File: src/rtl/blob_src_tx.sv
// -----------------------------------------------------------------------------
// blob_src_tx
//   Transmit side of the layer blob stream (rdy/en/eop). On a start pulse it
//   reads one feature-map frame of FRAME_WORDS words from a fixed-latency
//   source RAM and streams it to a layer's blob_din port. Reads are prefetched
//   into a small output FIFO; a credit check (FIFO occupancy plus reads still
//   in the RAM pipe) keeps the FIFO from ever overflowing under back-pressure.
//
// Ports
//   clk, rst        clock, asynchronous active-low reset
//   start           1-cycle pulse, accepted only when idle
//   busy / done     frame in progress / 1-cycle completion pulse
//   src_rd_*        source RAM read strobe, address, returned data (RD_LAT later)
//   blob_dout_rdy   consumer ready (used combinationally)
//   blob_dout_en    word transferred this cycle
//   blob_dout_eop   last word of the frame (only with blob_dout_en)
//   blob_dout       word data (FIFO head, 0 when empty)
//   stall_cnt       back-pressure cycle counter
//
// Build option
//   BLOB_SRC_TX_STALL_CNT_EN : when defined, stall_cnt counts (saturating)
//   cycles with busy=1, FIFO non-empty and blob_dout_rdy=0; cleared on an
//   accepted start. When undefined, stall_cnt is tied to 0.
// -----------------------------------------------------------------------------
module blob_src_tx #(
    parameter int DIN_W       = 128,
    parameter int FRAME_WORDS = 512,
    parameter int ADDR_W      = 9,
    parameter int BASE_ADDR   = 0,
    parameter int RD_LAT      = 2,
    parameter int FIFO_DEPTH  = 4
) (
    input  logic              clk,
    input  logic              rst,
    input  logic              start,
    output logic              busy,
    output logic              done,
    output logic              src_rd_en,
    output logic [ADDR_W-1:0] src_rd_addr,
    input  logic [DIN_W-1:0]  src_rd_data,
    input  logic              blob_dout_rdy,
    output logic              blob_dout_en,
    output logic              blob_dout_eop,
    output logic [DIN_W-1:0]  blob_dout,
    output logic [31:0]       stall_cnt
);

    localparam int CNT_W  = $clog2(FRAME_WORDS + 1);
    localparam int PTR_W  = $clog2(FIFO_DEPTH);
    localparam int FCNT_W = $clog2(FIFO_DEPTH + 1);
    localparam int OCC_W  = $clog2(FIFO_DEPTH + RD_LAT + 1);

    localparam logic [CNT_W-1:0]  LAST_IDX = CNT_W'(FRAME_WORDS - 1);
    localparam logic [ADDR_W-1:0] BASE     = ADDR_W'(BASE_ADDR);
    localparam logic [OCC_W-1:0]  OCC_MAX  = OCC_W'(FIFO_DEPTH);

    typedef enum logic [1:0] {IDLE, RUN, DRAIN, DONE} state_t;

    state_t              state_q, state_d;
    logic [CNT_W-1:0]    issued_q, issued_d;
    logic [CNT_W-1:0]    sent_q, sent_d;
    logic [ADDR_W-1:0]   addr_q, addr_d;
    logic [RD_LAT-1:0]   vld_q, vld_d;
    logic [DIN_W-1:0]    mem_q [FIFO_DEPTH];
    logic [DIN_W-1:0]    mem_d [FIFO_DEPTH];
    logic [PTR_W-1:0]    wr_ptr_q, wr_ptr_d;
    logic [PTR_W-1:0]    rd_ptr_q, rd_ptr_d;
    logic [FCNT_W-1:0]   fcnt_q, fcnt_d;

    logic                fifo_ne;
    logic                push;
    logic                pop;
    logic                rd_issue;
    logic [OCC_W-1:0]    occ;

    always_comb begin
        fifo_ne = (fcnt_q != '0);
        push    = vld_q[RD_LAT-1];
        pop     = fifo_ne & blob_dout_rdy;

        // Credits: a read may only be issued if its word is guaranteed a FIFO
        // slot, counting words already buffered and words still in the RAM pipe.
        occ = OCC_W'(fcnt_q);
        for (int i = 0; i < RD_LAT; i++) begin
            occ = occ + OCC_W'(vld_q[i]);
        end
        rd_issue = (state_q == RUN) && (issued_q <= LAST_IDX) && (occ < OCC_MAX);

        state_d  = state_q;
        issued_d = issued_q;
        sent_d   = sent_q;
        addr_d   = addr_q;

        if (rd_issue) begin
            issued_d = issued_q + CNT_W'(1);
            addr_d   = addr_q + ADDR_W'(1);
        end
        if (pop) begin
            sent_d = sent_q + CNT_W'(1);
        end

        case (state_q)
            IDLE: begin
                if (start) begin
                    state_d  = RUN;
                    issued_d = '0;
                    sent_d   = '0;
                    addr_d   = BASE;
                end
            end
            RUN: begin
                if (rd_issue && (issued_q == LAST_IDX)) state_d = DRAIN;
            end
            DRAIN: begin
                if (pop && (sent_q == LAST_IDX)) state_d = DONE;
            end
            default: state_d = IDLE;
        endcase

        // Read pipe: one valid bit per outstanding read, emerging with its data.
        vld_d = (vld_q << 1) | RD_LAT'(rd_issue);

        mem_d = mem_q;
        if (push) mem_d[wr_ptr_q] = src_rd_data;
        wr_ptr_d = wr_ptr_q + PTR_W'(push);
        rd_ptr_d = rd_ptr_q + PTR_W'(pop);
        case ({push, pop})
            2'b10:   fcnt_d = fcnt_q + FCNT_W'(1);
            2'b01:   fcnt_d = fcnt_q - FCNT_W'(1);
            default: fcnt_d = fcnt_q;
        endcase
    end

    always_ff @(posedge clk or negedge rst) begin
        if (!rst) begin
            state_q  <= IDLE;
            issued_q <= '0;
            sent_q   <= '0;
            addr_q   <= BASE;
            vld_q    <= '0;
            mem_q    <= '{default: '0};
            wr_ptr_q <= '0;
            rd_ptr_q <= '0;
            fcnt_q   <= '0;
        end else begin
            state_q  <= state_d;
            issued_q <= issued_d;
            sent_q   <= sent_d;
            addr_q   <= addr_d;
            vld_q    <= vld_d;
            mem_q    <= mem_d;
            wr_ptr_q <= wr_ptr_d;
            rd_ptr_q <= rd_ptr_d;
            fcnt_q   <= fcnt_d;
        end
    end

    assign busy          = (state_q == RUN) || (state_q == DRAIN);
    assign done          = (state_q == DONE);
    assign src_rd_en     = rd_issue;
    assign src_rd_addr   = addr_q;
    assign blob_dout_en  = pop;
    assign blob_dout_eop = pop && (sent_q == LAST_IDX);
    assign blob_dout     = fifo_ne ? mem_q[rd_ptr_q] : '0;

`ifdef BLOB_SRC_TX_STALL_CNT_EN
    logic [31:0] stall_q, stall_d;

    always_comb begin
        stall_d = stall_q;
        if ((state_q == IDLE) && start) begin
            stall_d = '0;
        end else if (busy && fifo_ne && !blob_dout_rdy && (stall_q != '1)) begin
            stall_d = stall_q + 32'd1;
        end
    end

    always_ff @(posedge clk or negedge rst) begin
        if (!rst) stall_q <= '0;
        else      stall_q <= stall_d;
    end

    assign stall_cnt = stall_q;
`else
    assign stall_cnt = '0;
`endif

endmodule
File: config.mk
export PLATFORM = sky130hd
export DESIGN_NAME = blob_src_tx
export DESIGN_NICKNAME = d
export VERILOG_FILES = /design/src/rtl/blob_src_tx.sv
export SDC_FILE = /design/constraint.sdc
export NUM_CORES = 1
export LEC_CHECK = 0
export CELL_PAD_IN_SITES_DETAIL_PLACEMENT = 2
export CELL_PAD_IN_SITES_GLOBAL_PLACEMENT = 2
export CORE_MARGIN = 1
export CORE_UTILIZATION = 35
export DETAILED_ROUTE_END_ITERATION = 10
export DONT_BUFFER_PORTS = 1
export PLACE_DENSITY_LB_ADDON = 0.12
export SETUP_SLACK_MARGIN = 0.1
export SLEW_MARGIN = 20
export SYNTH_ARGS = -nofsm -noshare
export SYNTH_HDL_FRONTEND = slang
export SYNTH_SLANG_ARGS = --single-unit
File: constraint.sdc
create_clock -name clk -period 6.6 [get_ports clk]
set_input_delay 0.66 -clock clk [delete_from_list [all_inputs] [get_ports clk]]
set_output_delay 0.66 -clock clk [all_outputs]
set_load 0.01 [all_outputs]
==> summary.txt, run 1 <==
Clock network
  – Num CTS Buffers: 67
  – CTS sink count: 552
  – CTS Buffer Depth: 3
  – CTS tree: done
  – Clk root buf: clkbuf_16
  – Clock Pin Slew Worst Setup and Hold Paths: 0.06 ns
  – H-tree Lvls: 3
  – Clock latency on the worst-skew pair: 0.60 ns

Synth
  – Asr flop ratio synth: 100%
  – Warnings, synthesis: 0
  – Synthesized area: 0.0249 sq mm
  – Largest family of logic cells by synthesized area: multiplexers
  – FF+latch count, synth: 552
  – Adder-Cell Fraction of Synth Area: 0.683%
  – Simple-Gate Fraction of Synth Area: 4.84%
  – Ys flop type: dfrtp_1
  – Mapped Cells: 1598
  – Synth unique cells: 41
  – Post-synthesis mux area share: 35.0%
  – Post-synthesis compound-gate area fraction: 0.357%
  – Post-synth EDFFs: 0
  – Post-synthesis sequential area ratio: 55.5%
  – Post-Synth XOR/XNOR Area: 0.985%
  – Post-Syn Area per Cell: 15.6 sq um

Timing
  – Unrepaired setup endpoints after global routing: false
  – Setup violators final: 0
  – Pins Over Slew Limit: 325
  – Final hold slack: -0.222 ns
  – Final worst path period share: 55.3%
  – TNS Setup: 0 ns
  – Hold Violations, Final: 163
  – Worst setup margin: 2.95 ns
  – Slew margin rel.: -78.1%
  – Worst Tran Pin Value: 2.67 ns
  – Fin crit period: 3.65 ns
  – Max Clock Freq: 274 MHz
  – Setup Skew: 0.0238 ns

Worst setup path
  – Reg-to-reg critical path startpoint: fcnt_q[0]
  – CP Data Arrival Time: 2.99 ns
  – Cells on worst reg2reg path: 5
  – CP startpoint kind: register
  – Setup crit start: rd_ptr_q[0]
  – Crit path max fanout: 39
  – WP data required: 5.94 ns
  – WS Path Type: register to output pin
  – Flop-to-flop setup slack: 3.96 ns
  – Setup crit end: blob_dout[22]
  – Crit path capture type: output pin
  – FF-to-FF End: state_q[1]

Global routing
  – First-pass GRT wire length: 96400 um
  – Met3 Track Usage GR: 5.14%
  – Overflow after GRT: 0
  – Total track usage: 17.6%
  – Initial antenna violation count: 0
  – Largest net degree at the start of global routing: 553
  – M2 GR Usage: 29.7%
  – Vias in the first global route: 15.5k
  – Met1 Use GR: 21.8%
  – GRT Max-Usage Layer: met2

Pwr
  – Maximum VDD drop: 0.225 mV
  – Leakage: 11.9 nW
  – Pwr dens: 350 mW/mm^2

Final layout
  – Area delta synth->final: 12.3%
  – N_diodes: 0
  – Nets: 1727
  – Layout cells sized above 1: 47.6%
  – Utilization after layout: 39.8%

Routing
  – First-iteration detailed-routing DRC count: 509
  – Drt first pass iters: 4
  – DR vias/cell: 5.19
  – DRC viols: 0
  – Via Count: 13.3k
  – WL per Instance: 24.2 um
  – Antenna Nets Post-Route: 0
  – Total wire length: 62300 um

Floorplanning
  – Initial Utilization: 35.4%
  – Area of the core: 0.0703 sq mm
  – Number of placement rows: 97
  – DIE WIDTH: 269 um
  – Die height: 269 um
  – Die ar.: 0.0722 sq mm
  – I/O pin count: 306

Hold path
  – HP Class: input pin to async pin

Placement
  – Number of port buffers: 0
  – DP HPWL: 36700 um
  – RD Place Congestion: 0.697
  – Post-Place Setup Slack: 3.42 ns

Outcome
  – Failing checks: hold timing, slew limit
  – Outcome: complete, but fails checks

Flow run
  – Number of max-cap violations: 0
state kept, by name, indices dropped and copies added, names as in the netlist:
| name | cells |
|---|---|
| sent_q | 10 |
| src_rd_addr | 9 |
| rd_ptr_q | 2 |
| vld_q | 2 |
| fcnt_q | 3 |
| wr_ptr_q | 2 |
| issued_q | 10 |
| state_q | 2 |
| mem_q | 512 |
worst max-delay path, cell delays in order, from the launching register on:
cell	delay, ns
dfrtp_4	0.78
buf_4	0.77
mux4_2	0.59
nor2b_1	0.21
layer usage:
layer / routed length, um / part of all wire, %
met1: 25600 / 41
met2: 31400 / 50
met3: 3890 / 6.2
met4: 1350 / 2.2
met5: 0 / 0
cell usage in the layout, fill, tap and decap left out, drive strengths merged, types with 2 or more instances in the layout:
cell,n
dfrtp,552
mux2,513
nor2b,130
mux4,128
clkbuf,102
conb,32
nor2,28
xor2,23
buf,20
ha,12
and3,11
clkinv,11
nand2,9
inv,8
nand3,7
nand4,6
mux2i,5
xnor2,5
a21oi,3
and2,2
o21ai,2
or3,2
nor3,2
nand3b,2
bufinv,2
synthesized netlist by cell type, types with 2 or more instances:
library cell  number  area, sq um
ha_1              12          150
nand3b_1           2         15.0
mux4_2           128         2880
nand4_1            5         31.3
mux2i_1            5         50.1
xor2_1            23          201
nor3_1             2         10.0
xnor2_1            5         43.8
nand3_1            7         35.0
mux2_2           512         5770
nor2b_1          130          813
buf_2              3         15.0
nor2_1            28          105
dfrtp_1          552        13800
and3_1            10         62.6
and2_1             2         12.5
a21oi_1            3         15.0
nand2_1            9         33.8
buf_4             32          240
or3_2              2         15.0
o21ai_0            2         10.0
inv_1              7         26.3
buf_1             23         86.3
clkbuf_1          77          289
power by group:
part	total (W)	switching, W	internal [W]
Combinational	0.00235	0.00126	0.00109
Clock	0.00364	0.00143	0.00221
Sequential	0.00378	0.000234	0.00354
cell families (layout without fill, tap and decap cells):
kind of cell / after synthesis / in the layout
mux: 646 / 646
flops: 552 / 552
simple gates: 203 / 203
buf+inv: 143 / 143
xor+xnor: 28 / 28
fa+ha+maj: 13 / 13
compound gates: 12 / 12
other cells: 1 / 32
what timing repair did:
item / CTS / global route
gates resized for setup: 0 / 0
hold endpoints to repair: 552 / 552
buffers inserted: 0 / 0
how the worst min path moves through the flow:
stage | from | slack, ns | to | cells after the start
2_1_floorplan | rst | 0.36 | fcnt_q[0] | 0
3_3_place_gp | rst | 0.38 | mem_q[503] | 0
3_5_place_dp | rst | 0.39 | mem_q[503] | 0
4_1_cts | rst | -0.26 | mem_q[503] | 0
5_1_grt | rst | -0.27 | mem_q[374] | 0
6_report | rst | -0.22 | mem_q[375] | 0
metrics by stage:
stage / instance area (sq um) / power, W / std cells
2_1_floorplan: 25000 / 0.00563 / 1629
3_3_place_gp: 25800 / 0.00625 / 2453
3_5_place_dp: 25800 / 0.00627 / 2453
4_1_cts: 28000 / 0.0100 / 2569
5_1_grt: 28000 / 0.0103 / 2569
6_report: 28000 / 0.00977 / 2569
area by class of cell:
class	instances	area, sq um
sequential	552	13800
clock buffer	102	2040
tap	940	1180
inverter	7	26.3
fill	6796	42300
clock inverter	14	158
timing repair buffer	20	175
multi-input combinational	934	10600
No activity file was read; power rests on OpenSTA's default activity.
==> run 2: changes to the inputs <==
- clock period: 6.6 -> 3.3 ns (I/O delays scaled with it)
==> summary.txt, run 2 (same netlist as run 1, synthesis figures left out) <==
Outcome
  – Outcome: complete, but fails checks
  – Failing checks: hold timing, slew limit

Pwr
  – Maximum VDD drop: 0.452 mV (+100%)
  – Leakage: 12.6 nW (+5.6%)
  – Pwr dens: 674 mW/mm^2 (+93%)

Final layout
  – Nets: 1867 (+8.1%)
  – Most common cell after layout, fill and taps aside: dfrtp_1
  – Area delta synth->final: 18.7%
  – Commonest cells after routing, fill and taps aside: dfrtp_1, mux2_2, nor2b_1
  – Top Registers: mem_q (512), issued_q (10), sent_q (10)
  – Layout cells sized above 1: 44.5% (-3.1 points)
  – Max reg flops: 512 (unchanged)
  – Reg with most FFs: mem_q
  – Design area: 0.0296 sq mm (+5.8%)
  – Fill cells: 6677 (-1.8%)

Clock network
  – CTS tree: done
  – H-tree Lvls: 3 (unchanged)
  – Clock Pin Slew Worst Setup and Hold Paths: 0.06 ns (about the same)
  – Hold_buf cts: 128
  – CTS sink count: 552 (unchanged)
  – Clk root buf: clkbuf_16
  – Post-CTS setup buffer count: 0 (unchanged)
  – CTS Buffer Depth: 3 (unchanged)
  – CTS resizes: 0 (unchanged)
  – Num CTS Buffers: 68 (+1.5%)
  – Clock latency on the worst-skew pair: 0.60 ns (about the same)

Placement
  – DP HPWL: 38100 um (+3.8%)
  – RD Place Congestion: 0.692 (-0.67%)
  – Post-Place Setup Slack: 0.898 ns (-2.52 ns)
  – Number of port buffers: 0 (unchanged)
  – Post-DP Area: 0.0261 sq mm (+1.2%)

Timing
  – Worst Tran Pin Value: 2.20 ns (-0.475 ns)
  – Unrepaired setup endpoints after global routing: false
  – Setup violators final: 0 (unchanged)
  – Final worst path period share: 88.7%
  – Slew margin rel.: -46.4% (+32 points)
  – Pins Over Slew Limit: 268 (-18%)
  – Setup Skew: 0.0244 ns (+0.000615 ns)
  – Fin crit period: 2.93 ns
  – Final hold slack: -0.560 ns (-0.338 ns)
  – TNS Setup: 0 ns (unchanged)
  – Max Clock Freq: 342 MHz
  – Worst setup margin: 0.374 ns (-2.58 ns)
  – Hold Violations, Final: 552 (+240%)

Floorplanning
  – Initial Utilization: 35.4% (unchanged)
  – Number of placement rows: 97 (unchanged)
  – Die ar.: 0.0722 sq mm (unchanged)
  – Area of the core: 0.0703 sq mm (unchanged)
  – DIE WIDTH: 269 um (unchanged)
  – Die height: 269 um (unchanged)
  – I/O pin count: 306 (unchanged)

Global routing
  – Largest net degree at the start of global routing: 553 (unchanged)
  – First-pass GRT wire length: 99200 um (+2.9%)
  – Vias in the first global route: 16.2k (+4.2%)
  – Initial antenna violation count: 12 (+12)
  – Overflow after GRT: 0 (unchanged)
  – Total track usage: 18.0% (+0.45 points)

Worst setup path
  – WS Path Type: register to output pin
  – Reg-to-reg critical path startpoint: vld_q[1]
  – CP startpoint kind: register
  – Crit path capture type: output pin
  – Flop-to-flop setup slack: 0.91 ns (-3.05 ns)
  – FF-to-FF End: state_q[1]
  – Crit path max fanout: 30 (-23%)
  – WP data required: 2.97 ns (-2.97 ns)
  – Cells on worst reg2reg path: 6 (+1)
  – CP Data Arrival Time: 2.60 ns (-0.39 ns)

Routing
  – Drt first pass iters: 4 (unchanged)
  – Total wire length: 63800 um (+2.4%)
  – First-iteration detailed-routing DRC count: 519 (+2.0%)
  – DR vias/cell: 5.10 (-1.6%)
  – DRC viols: 0 (unchanged)
  – Via Count: 13.9k (+4.1%)
  – Antenna Nets Post-Route: 0 (unchanged)
  – WL per Instance: 23.5 um (-3.2%)

Hold path
  – HP Class: input pin to async pin

Flow run
  – Number of max-cap violations: 0 (unchanged)
-- run 2: cell types whose count changed in the layout (fill, tap and decap cells not counted), moves of 7 or more --
cell | previous run | this run
dlygate4sd3_1 | 0 | 128
diode_2 | 0 | 7
buf_12 | 2 | 21
buf_4 | 18 | 10
-- run 2: worst max-delay path by stage --
stage | end | startpoint | depth (start not counted) | slack (ns)
6_report | blob_dout[2] | rd_ptr_q[0] | 3 | 0.37
5_1_grt | blob_dout[62] | rd_ptr_q[0] | 3 | 0.18
4_1_cts | blob_dout[58] | rd_ptr_q[0] | 3 | 0.24
3_5_place_dp | state_q[1] | vld_q[1] | 6 | 0.90
3_3_place_gp | state_q[1] | vld_q[1] | 6 | 0.90
2_1_floorplan | blob_dout[107] | rd_ptr_q[0] | 4 | 1.09
-- run 2: metrics by stage --
stage          utilization, %  instances  power [W]
6_report                 42.1       2717     0.0199
5_1_grt                  42.1       2717     0.0210
4_1_cts                  42.1       2710     0.0204
3_5_place_dp             37.1       2464     0.0128
3_3_place_gp             37.1       2464     0.0127
2_1_floorplan               -       1629     0.0113
-- run 2: report_power, final --
part           switching (W)  total, W  internal (W)
Sequential          0.000487   0.00758       0.00709
Combinational        0.00261   0.00509       0.00247
Clock                0.00290   0.00728       0.00438
-- run 2: critical path, cell delays in order, from the launching register on --
cell     delay [ns]
dfrtp_4        0.93
buf_4          0.31
mux4_2         0.54
nor2b_1        0.18
-- run 2: layout make-up --
type / count / area [sq um] / area share [%]
multi-input cells: 934 / 10600 / 35.7
clock buffers: 104 / 2060 / 6.96
diodes: 7 / 17.5 / 0.0592
flip-flops and latches: 552 / 13800 / 46.7
inverters: 7 / 26.3 / 0.0888
well taps: 940 / 1180 / 3.98
clock inverters: 14 / 135 / 0.457
repair buffers: 159 / 1780 / 6.01
-- run 2: layer usage --
layer	share of wire, %	track usage (%)	vias up
met4	2.2	4.90	10
met5	0.11	0	-
met1	42	22.7	7549
met3	4.8	4.66	101
li1	-	-	5982
met2	51	30.7	227
